### src/rtl/io_bank_pkg.sv
// io_bank_pkg
// Shared definitions for the memory-mapped output port bank:
//   - op alias encodings carried in addr[9:8]
//   - address field positions used by the decoder
//   - pulse channel FSM state encoding
//   - apply_op helper that evaluates one write alias on a 32-bit word
package io_bank_pkg;

  typedef enum logic [1:0] {
    OP_WRITE = 2'b00,
    OP_SET   = 2'b01,
    OP_CLR   = 2'b10,
    OP_TGL   = 2'b11
  } io_op_e;

  typedef enum logic {
    PULSE_IDLE   = 1'b0,
    PULSE_ACTIVE = 1'b1
  } pulse_state_e;

  // Word index lives in addr[7:2]; the op alias in addr[9:8].
  localparam int IDX_LSB = 2;
  localparam int IDX_MSB = 7;
  localparam int IDX_W   = IDX_MSB - IDX_LSB + 1;
  localparam int OP_LSB  = 8;
  localparam int OP_MSB  = 9;
  localparam int BUS_W   = 32;

  function automatic logic [BUS_W-1:0] apply_op(
    input io_op_e           op,
    input logic [BUS_W-1:0] cur,
    input logic [BUS_W-1:0] d
  );
    logic [BUS_W-1:0] res;
    case (op)
      OP_WRITE: res = d;
      OP_SET:   res = cur | d;
      OP_CLR:   res = cur & ~d;
      default:  res = cur ^ d;
    endcase
    return res;
  endfunction

endpackage

### src/rtl/io_pulse_channel.sv
// io_pulse_channel
// Auto-clearing pulse output. A write hit ORs the write data into the
// pulse register and (re)arms a down-counter for PULSE_CYCLES cycles; when
// the counter expires the register clears and the channel returns to IDLE.
// Ports:
//   io_clk     in   clock, rising edge
//   resetn     in   asynchronous active-low reset
//   wr_hit     in   write strobe already qualified by the address decoder
//   wr_data    in   DATA_W bits to OR into the pulse register
//   pulse_out  out  DATA_W pulse register value (0 while IDLE)
module io_pulse_channel
  import io_bank_pkg::*;
#(
  parameter int DATA_W       = 32,
  parameter int PULSE_CYCLES = 16
) (
  input  logic              io_clk,
  input  logic              resetn,
  input  logic              wr_hit,
  input  logic [DATA_W-1:0] wr_data,
  output logic [DATA_W-1:0] pulse_out
);

  localparam int CNT_W = $clog2(PULSE_CYCLES + 1);
  localparam logic [CNT_W-1:0] CNT_LOAD = CNT_W'(PULSE_CYCLES);
  localparam logic [CNT_W-1:0] CNT_LAST = CNT_W'(1);

  pulse_state_e      state_q, state_d;
  logic [CNT_W-1:0]  cnt_q, cnt_d;
  logic [DATA_W-1:0] pulse_q, pulse_d;

  always_ff @(posedge io_clk or negedge resetn) begin
    if (!resetn) begin
      state_q <= PULSE_IDLE;
      cnt_q   <= '0;
      pulse_q <= '0;
    end else begin
      state_q <= state_d;
      cnt_q   <= cnt_d;
      pulse_q <= pulse_d;
    end
  end

  always_comb begin
    state_d = state_q;
    cnt_d   = cnt_q;
    pulse_d = pulse_q;
    case (state_q)
      PULSE_ACTIVE: begin
        if (cnt_q == CNT_LAST) begin
          state_d = PULSE_IDLE;
          cnt_d   = '0;
          pulse_d = '0;
        end else begin
          cnt_d = cnt_q - CNT_LAST;
        end
      end
      default: begin
        pulse_d = '0;
      end
    endcase
    // A write wins over expiry in the same cycle and always rearms,
    // even when the data is zero.
    if (wr_hit) begin
      state_d = PULSE_ACTIVE;
      cnt_d   = CNT_LOAD;
      pulse_d = pulse_q | wr_data;
    end
  end

  assign pulse_out = pulse_q;

endmodule

### src/rtl/io_output_bank.sv
// io_output_bank
// Memory-mapped bank of NPORTS registered output ports plus one pulse
// channel, written from the MEM stage with write/set/clear/toggle aliases
// selected by addr[9:8], and a one-cycle-latency registered readback.
// Ports:
//   io_clk           in   clock, rising edge
//   resetn           in   asynchronous active-low reset
//   addr             in   byte address, addr[9:2] decoded
//   datain           in   write data, low DATA_W bits used
//   write_io_enable  in   write qualifier
//   read_io_enable   in   readback qualifier
//   out_ports        out  port i at [i*DATA_W +: DATA_W]
//   out_wr           out  per-port strobe, high the cycle after a write hit
//   pulse_out        out  auto-clearing pulse channel
//   rdata            out  registered readback, zero-extended
//   rvalid           out  rdata valid this cycle
module io_output_bank
  import io_bank_pkg::*;
#(
  parameter int         NPORTS       = 4,
  parameter int         DATA_W       = 32,
  parameter logic [7:0] BASE_ADDR    = 8'h80,
  parameter int         PULSE_CYCLES = 16
) (
  input  logic                     io_clk,
  input  logic                     resetn,
  input  logic [31:0]              addr,
  input  logic [31:0]              datain,
  input  logic                     write_io_enable,
  input  logic                     read_io_enable,
  output logic [NPORTS*DATA_W-1:0] out_ports,
  output logic [NPORTS-1:0]        out_wr,
  output logic [DATA_W-1:0]        pulse_out,
  output logic [31:0]              rdata,
  output logic                     rvalid
);

  logic [IDX_W-1:0]  idx;
  io_op_e            op;
  logic [DATA_W-1:0] wdata;
  logic [NPORTS-1:0] port_sel;
  logic              pulse_hit;
  logic [DATA_W-1:0] port_q [NPORTS];
  logic [DATA_W-1:0] port_d [NPORTS];
  logic [NPORTS-1:0] out_wr_q;
  logic [31:0]       rd_word;
  logic [31:0]       rdata_q;
  logic              rvalid_q;
  logic              unused_bits;

  // Subtracting the base index makes the hit window relocatable; an
  // address below the base wraps to a large index and simply misses.
  assign idx   = addr[IDX_MSB:IDX_LSB] - BASE_ADDR[IDX_MSB:IDX_LSB];
  assign op    = io_op_e'(addr[OP_MSB:OP_LSB]);
  assign wdata = datain[DATA_W-1:0];

  assign unused_bits = ^{addr[31:OP_MSB+1], addr[IDX_LSB-1:0], datain};

  always_comb begin
    port_sel = '0;
    for (int i = 0; i < NPORTS; i++) begin
      port_sel[i] = (idx == IDX_W'(i));
    end
    pulse_hit = (idx == IDX_W'(NPORTS));
  end

  always_comb begin
    for (int i = 0; i < NPORTS; i++) begin
      port_d[i] = DATA_W'(apply_op(op, BUS_W'(port_q[i]), BUS_W'(wdata)));
    end
  end

  always_ff @(posedge io_clk or negedge resetn) begin
    if (!resetn) begin
      for (int i = 0; i < NPORTS; i++) begin
        port_q[i] <= '0;
      end
      out_wr_q <= '0;
    end else begin
      out_wr_q <= '0;
      if (write_io_enable) begin
        for (int i = 0; i < NPORTS; i++) begin
          if (port_sel[i]) begin
            port_q[i]   <= port_d[i];
            out_wr_q[i] <= 1'b1;
          end
        end
      end
    end
  end

  io_pulse_channel #(
    .DATA_W       (DATA_W),
    .PULSE_CYCLES (PULSE_CYCLES)
  ) u_pulse (
    .io_clk    (io_clk),
    .resetn    (resetn),
    .wr_hit    (write_io_enable & pulse_hit),
    .wr_data   (wdata),
    .pulse_out (pulse_out)
  );

  // Readback uses the current register values, so a same-cycle write is
  // not visible until the following read.
  always_comb begin
    rd_word = '0;
    for (int i = 0; i < NPORTS; i++) begin
      if (port_sel[i]) begin
        rd_word[DATA_W-1:0] = port_q[i];
      end
    end
    if (pulse_hit) begin
      rd_word[DATA_W-1:0] = pulse_out;
    end
  end

  always_ff @(posedge io_clk or negedge resetn) begin
    if (!resetn) begin
      rdata_q  <= '0;
      rvalid_q <= 1'b0;
    end else begin
      rvalid_q <= read_io_enable;
      rdata_q  <= read_io_enable ? rd_word : '0;
    end
  end

  for (genvar g = 0; g < NPORTS; g++) begin : g_out
    assign out_ports[g*DATA_W +: DATA_W] = port_q[g];
  end

  assign out_wr = out_wr_q;
  assign rdata  = rdata_q;
  assign rvalid = rvalid_q;

endmodule

### config.mk
export PLATFORM = sky130hd
export DESIGN_NAME = io_output_bank
export DESIGN_NICKNAME = d
export VERILOG_FILES = /design/src/rtl/io_bank_pkg.sv /design/src/rtl/io_pulse_channel.sv /design/src/rtl/io_output_bank.sv
export SDC_FILE = /design/constraint.sdc
export NUM_CORES = 1
export LEC_CHECK = 0
export CORE_UTILIZATION = 25
export CTS_BUF_LIST = sky130_fd_sc_hd__clkbuf_2
export DETAILED_ROUTE_END_ITERATION = 7
export PLACE_DENSITY = 0.5
export SLEW_MARGIN = 20
export SYNTH_ARGS = -nofsm -noshare
export SYNTH_HDL_FRONTEND = slang
export SYNTH_SLANG_ARGS = --single-unit
export TNS_END_PERCENT = 100
### constraint.sdc
create_clock -name io_clk -period 2.3 [get_ports io_clk]
set_clock_uncertainty 0.15 [all_clocks]
set_input_delay 0.46 -clock io_clk [delete_from_list [all_inputs] [get_ports io_clk]]
set_output_delay 0.46 -clock io_clk [all_outputs]
set_load 0.01 [all_outputs]
==> impl_results.rst <==
.. list-table::
   :header-rows: 1

   * - Metric
     - Value
   * - Critical-path cell with the highest stage delay
     - sky130_fd_sc_hd__dfrtp_1
   * - Total power after layout
     - 11.4 mW
   * - Clock slew seen by the registers of the worst setup and hold paths
     - 100 ps
   * - RSZ-0062 raised after global routing
     - true
   * - Post-synth top flop
     - sky130_fd_sc_hd__dfrtp_1
   * - CTS tree
     - yes
   * - CTS root buf
     - sky130_fd_sc_hd__clkbuf_2
   * - Proportion of register bits with asynchronous set or reset after synthesis
     - 1.00
   * - End-of-flow core utilization
     - 0.346
   * - Top cells by count, synth
     - sky130_fd_sc_hd__ha_1, sky130_fd_sc_hd__a211oi_1, sky130_fd_sc_hd__dfrtp_1
   * - Violation count after the first detailed-route iteration
     - 784
   * - CTS Buffer Depth
     - 3
   * - CP startpoint kind
     - flop
   * - Worst R2R Start
     - u_pulse.cnt_q[1]
   * - Proportion of power drawn by combinational gates
     - 0.349
   * - Power per cell area
     - 548 mW/mm2
   * - Gpl congestion
     - 0.774
   * - Filler Cell Count
     - 6,128
   * - Internal portion of total power
     - 7.07 mW
   * - Min-delay src
     - datain[11]
   * - Sequential share of the synthesized area
     - 0.334
   * - Least-Margin Pin Slew
     - 565 ps
   * - Number of clock buffers inserted by TritonCTS
     - 68
   * - Area leader, netlist
     - sky130_fd_sc_hd__dfrtp_1
   * - Critical path data required time
     - 1690 ps
   * - Number of antenna violations at the first check in global routing
     - 3
   * - Reg2reg setup slack
     - 280 ps
   * - Element type at the critical path end
     - output port
   * - Post-route worst setup slack
     - 56.3 ps
   * - GRT Util Overall
     - 0.183
   * - Number of nets at the end of the flow
     - 2,331
   * - Worst hold-check path type
     - input pin to flop
   * - Type of the setup path with the least slack
     - flop to output port
   * - Clk_lat worst skew
     - 1030 ps
   * - First-pass GRT wire length
     - 87.8 mm
   * - Estimated wirelength of the detail-placed design
     - 36.3 mm
   * - Net switching power of the design
     - 4.34 mW
   * - Count of placed standard cells including taps
     - 2,526
   * - Vias in the first global route
     - 15.0k
   * - Share of final-layout standard cells stronger than drive strength 1
     - 0.359
   * - Top-Level Pins
     - 265
   * - Clk pwr share
     - 0.275
   * - Period utilization
     - 0.976
   * - Mean routed wirelength per cell
     - 19.8 um
   * - Critical path cell sequence
     - buf_2
   * - Area share of the largest cell type after synthesis
     - 0.334
   * - Cells after synthesis
     - 1,506
   * - FF+latch count, synth
     - 203
   * - Outcome
     - completed
   * - Nets in the synthesized netlist
     - 1,832
   * - Switching fraction of total power
     - 0.380
   * - Count of unresolved DRC violations after routing
     - 0
   * - Remaining global-route overflow
     - 0
   * - Most common cell in the netlist
     - sky130_fd_sc_hd__ha_1
   * - Final Hold Vio Count
     - 0
   * - Reg-to-reg critical path endpoint
     - u_pulse.pulse_out[13]
   * - Drt pass-1 iters
     - 5
   * - Die extent in y
     - 249 um
   * - Worst Hold Path Cells
     - 3
   * - Layout area overhead
     - 36.9%
   * - Buffer and inverter count on the worst path
     - 1
   * - Maximum clock frequency
     - 0.446 GHz
   * - Worst vdd ir
     - 0.259 mV
   * - Post-DP Area
     - 0.0193 mm2
   * - Avg Vias per Cell
     - 4.93
   * - Critical path depth in cells
     - 1
   * - Top post-synthesis cells by area
     - sky130_fd_sc_hd__dfrtp_1, sky130_fd_sc_hd__ha_1, sky130_fd_sc_hd__a211oi_1, sky130_fd_sc_hd__mux2_2, sky130_fd_sc_hd__a21oi_1
   * - Count of placed standard cells in the final layout, fillers left out
     - 2,831
   * - Number of distinct library cells after synthesis
     - 31
   * - Total number of yosys warnings
     - 0
   * - CTS sink cnt
     - 203
   * - Crit path largest cell delay
     - 440 ps
   * - Initial cell density of the core
     - 0.252
   * - Post-layout instance area
     - 0.0208 mm2
   * - Max cap viols
     - 0
   * - Synth Cell Area
     - 0.0152 mm2
   * - Maximum net fanout on the critical path
     - 2
   * - Signal arrival time at the worst endpoint
     - 1630 ps
   * - Register-to-Register Path Depth
     - 8
   * - Hold Slack
     - 174 ps
   * - Delay-heaviest family, CP
     - flip-flops
   * - Sequential power share
     - 0.376
   * - Number of enable flip-flop cells after synthesis
     - 0
   * - Total of buffers placed on input and output ports
     - 240
   * - Via count
     - 14.0k
   * - Die Footprint
     - 0.0618 mm2
   * - Final number of max-transition violations
     - 0
   * - Minimum setup slack after placement
     - -359 ps
   * - Detailed Route WL
     - 56.1 mm
   * - Number of setup violations in the final report
     - 0
   * - Detail Route Antenna Nets
     - 0
   * - Final sum of negative setup slack
     - 0 ps
   * - Die width
     - 249 um
   * - Std-Cell Rows
     - 90
   * - Endpoint with the worst hold slack
     - u_pulse.pulse_out[11]
   * - Slew margin rel.
     - 0.623
   * - Maximum number of pins on one net before global-route repair
     - 72
   * - Placeable core area
     - 0.0602 mm2
   * - Mean post-synth cell area
     - 10.1 um2
   * - # H-tree levels
     - 3
   * - Leakage Power
     - 10.3 nW
   * - Post-layout min period
     - 2240 ps
==> placed cells by master (no fill, tap or decap), types with 2 or more instances in the layout <==
cell type,instances
sky130_fd_sc_hd__o2bb2ai_1,27
sky130_fd_sc_hd__nor2_1,36
sky130_fd_sc_hd__a211oi_1,255
sky130_fd_sc_hd__inv_1,169
sky130_fd_sc_hd__nand3_4,2
sky130_fd_sc_hd__clkbuf_2,94
sky130_fd_sc_hd__inv_2,2
sky130_fd_sc_hd__nand2_1,2
sky130_fd_sc_hd__nor2b_1,6
sky130_fd_sc_hd__clkinv_1,12
sky130_fd_sc_hd__dlygate4sd3_1,38
sky130_fd_sc_hd__a22o_1,32
sky130_fd_sc_hd__a22oi_1,32
sky130_fd_sc_hd__clkinv_2,3
sky130_fd_sc_hd__mux4_2,5
sky130_fd_sc_hd__ha_1,258
sky130_fd_sc_hd__o21ai_0,28
sky130_fd_sc_hd__buf_6,53
sky130_fd_sc_hd__mux2i_1,29
sky130_fd_sc_hd__buf_2,145
sky130_fd_sc_hd__mux2_2,129
sky130_fd_sc_hd__nor3_1,2
sky130_fd_sc_hd__buf_12,23
sky130_fd_sc_hd__buf_4,249
sky130_fd_sc_hd__buf_8,2
sky130_fd_sc_hd__dfrtp_2,15
sky130_fd_sc_hd__clkdlybuf4s50_1,37
sky130_fd_sc_hd__dfrtp_1,188
sky130_fd_sc_hd__a21oi_1,156
==> cells by family (layout without fill, tap and decap cells) <==
| logic type | count (synthesis) | count (layout) | synth area share |
|---|---|---|---|
| flops | 203 | 203 | 0.334 |
| simple gates | 58 | 58 | 0.0186 |
| xor+xnor | 1 | 1 | 0.000576 |
| other cells | 0 | 1 | 0 |
| buf+inv | 289 | 831 | 0.0741 |
| mux | 163 | 163 | 0.122 |
| fa+ha+maj | 258 | 258 | 0.212 |
| compound gates | 534 | 534 | 0.238 |
==> layout make-up <==
class	instances	area [um2]	share of cell area
Multi-Input combinational cell	1014	9070	0.436
Sequential cell	203	5100	0.245
Timing Repair Buffer	549	4460	0.214
Tap cell	782	978	0.0470
Inverter	169	634	0.0305
Clock buffer	94	470	0.0226
Clock inverter	19	105	0.00505
Antenna cell	1	2.50	0.000120
==> worst max-delay path by stage <==
stage,start,endpoint,slack (ps)
after CTS,rdata[12],rdata[12],-150
after global routing,rdata[12],rdata[12],-90
after global placement,addr[5],out_ports[34],-400
final,out_ports[65],out_ports[65],60
after floorplan,addr[8],out_ports[75],270
after detailed placement,addr[5],u_pulse.pulse_out[29],-360
==> layer usage <==
layer	part of all wire	routed length (um)	track usage	vias up
li1	-	-	-	6557
met1	0.44	24800	0.232	6931
met2	0.47	26400	0.296	365
met3	0.056	3160	0.0416	108
met4	0.031	1740	0.0807	2
met5	0.00030	17	0	-
==> what timing repair did <==
| item | 4_1_cts | 5_1_grt |
|---|---|---|
| hold buffers | 40 | 0 |
| gates resized for setup | 871 | 11 |
| setup endpoints to repair | 197 | 61 |
| pin swaps | 0 | 0 |
| setup buffers | 147 | 5 |
| endpoints found under the hold margin | 383 | 0 |
| cloned | 0 | 0 |
==> sequential cells by signal, indices dropped and copies added, names as in the netlist <==
name,flops
out_ports,128
rvalid,1
u_pulse.state_q,1
out_wr,4
rdata,32
u_pulse.cnt_q,5
u_pulse.pulse_out,32
==> power by group through the flow <==
stage | clock, mW | sequential, mW | combinational [mW]
final | 3.14 | 4.29 | 3.98
after global routing | 3.48 | 4.33 | 4.42
after CTS | 3.34 | 4.28 | 3.96
after detailed placement | 0 | 4.49 | 3.45
after global placement | 0 | 4.47 | 3.28
after floorplan | 0 | 4.48 | 1.71
(Power assumes the default switching activity.)
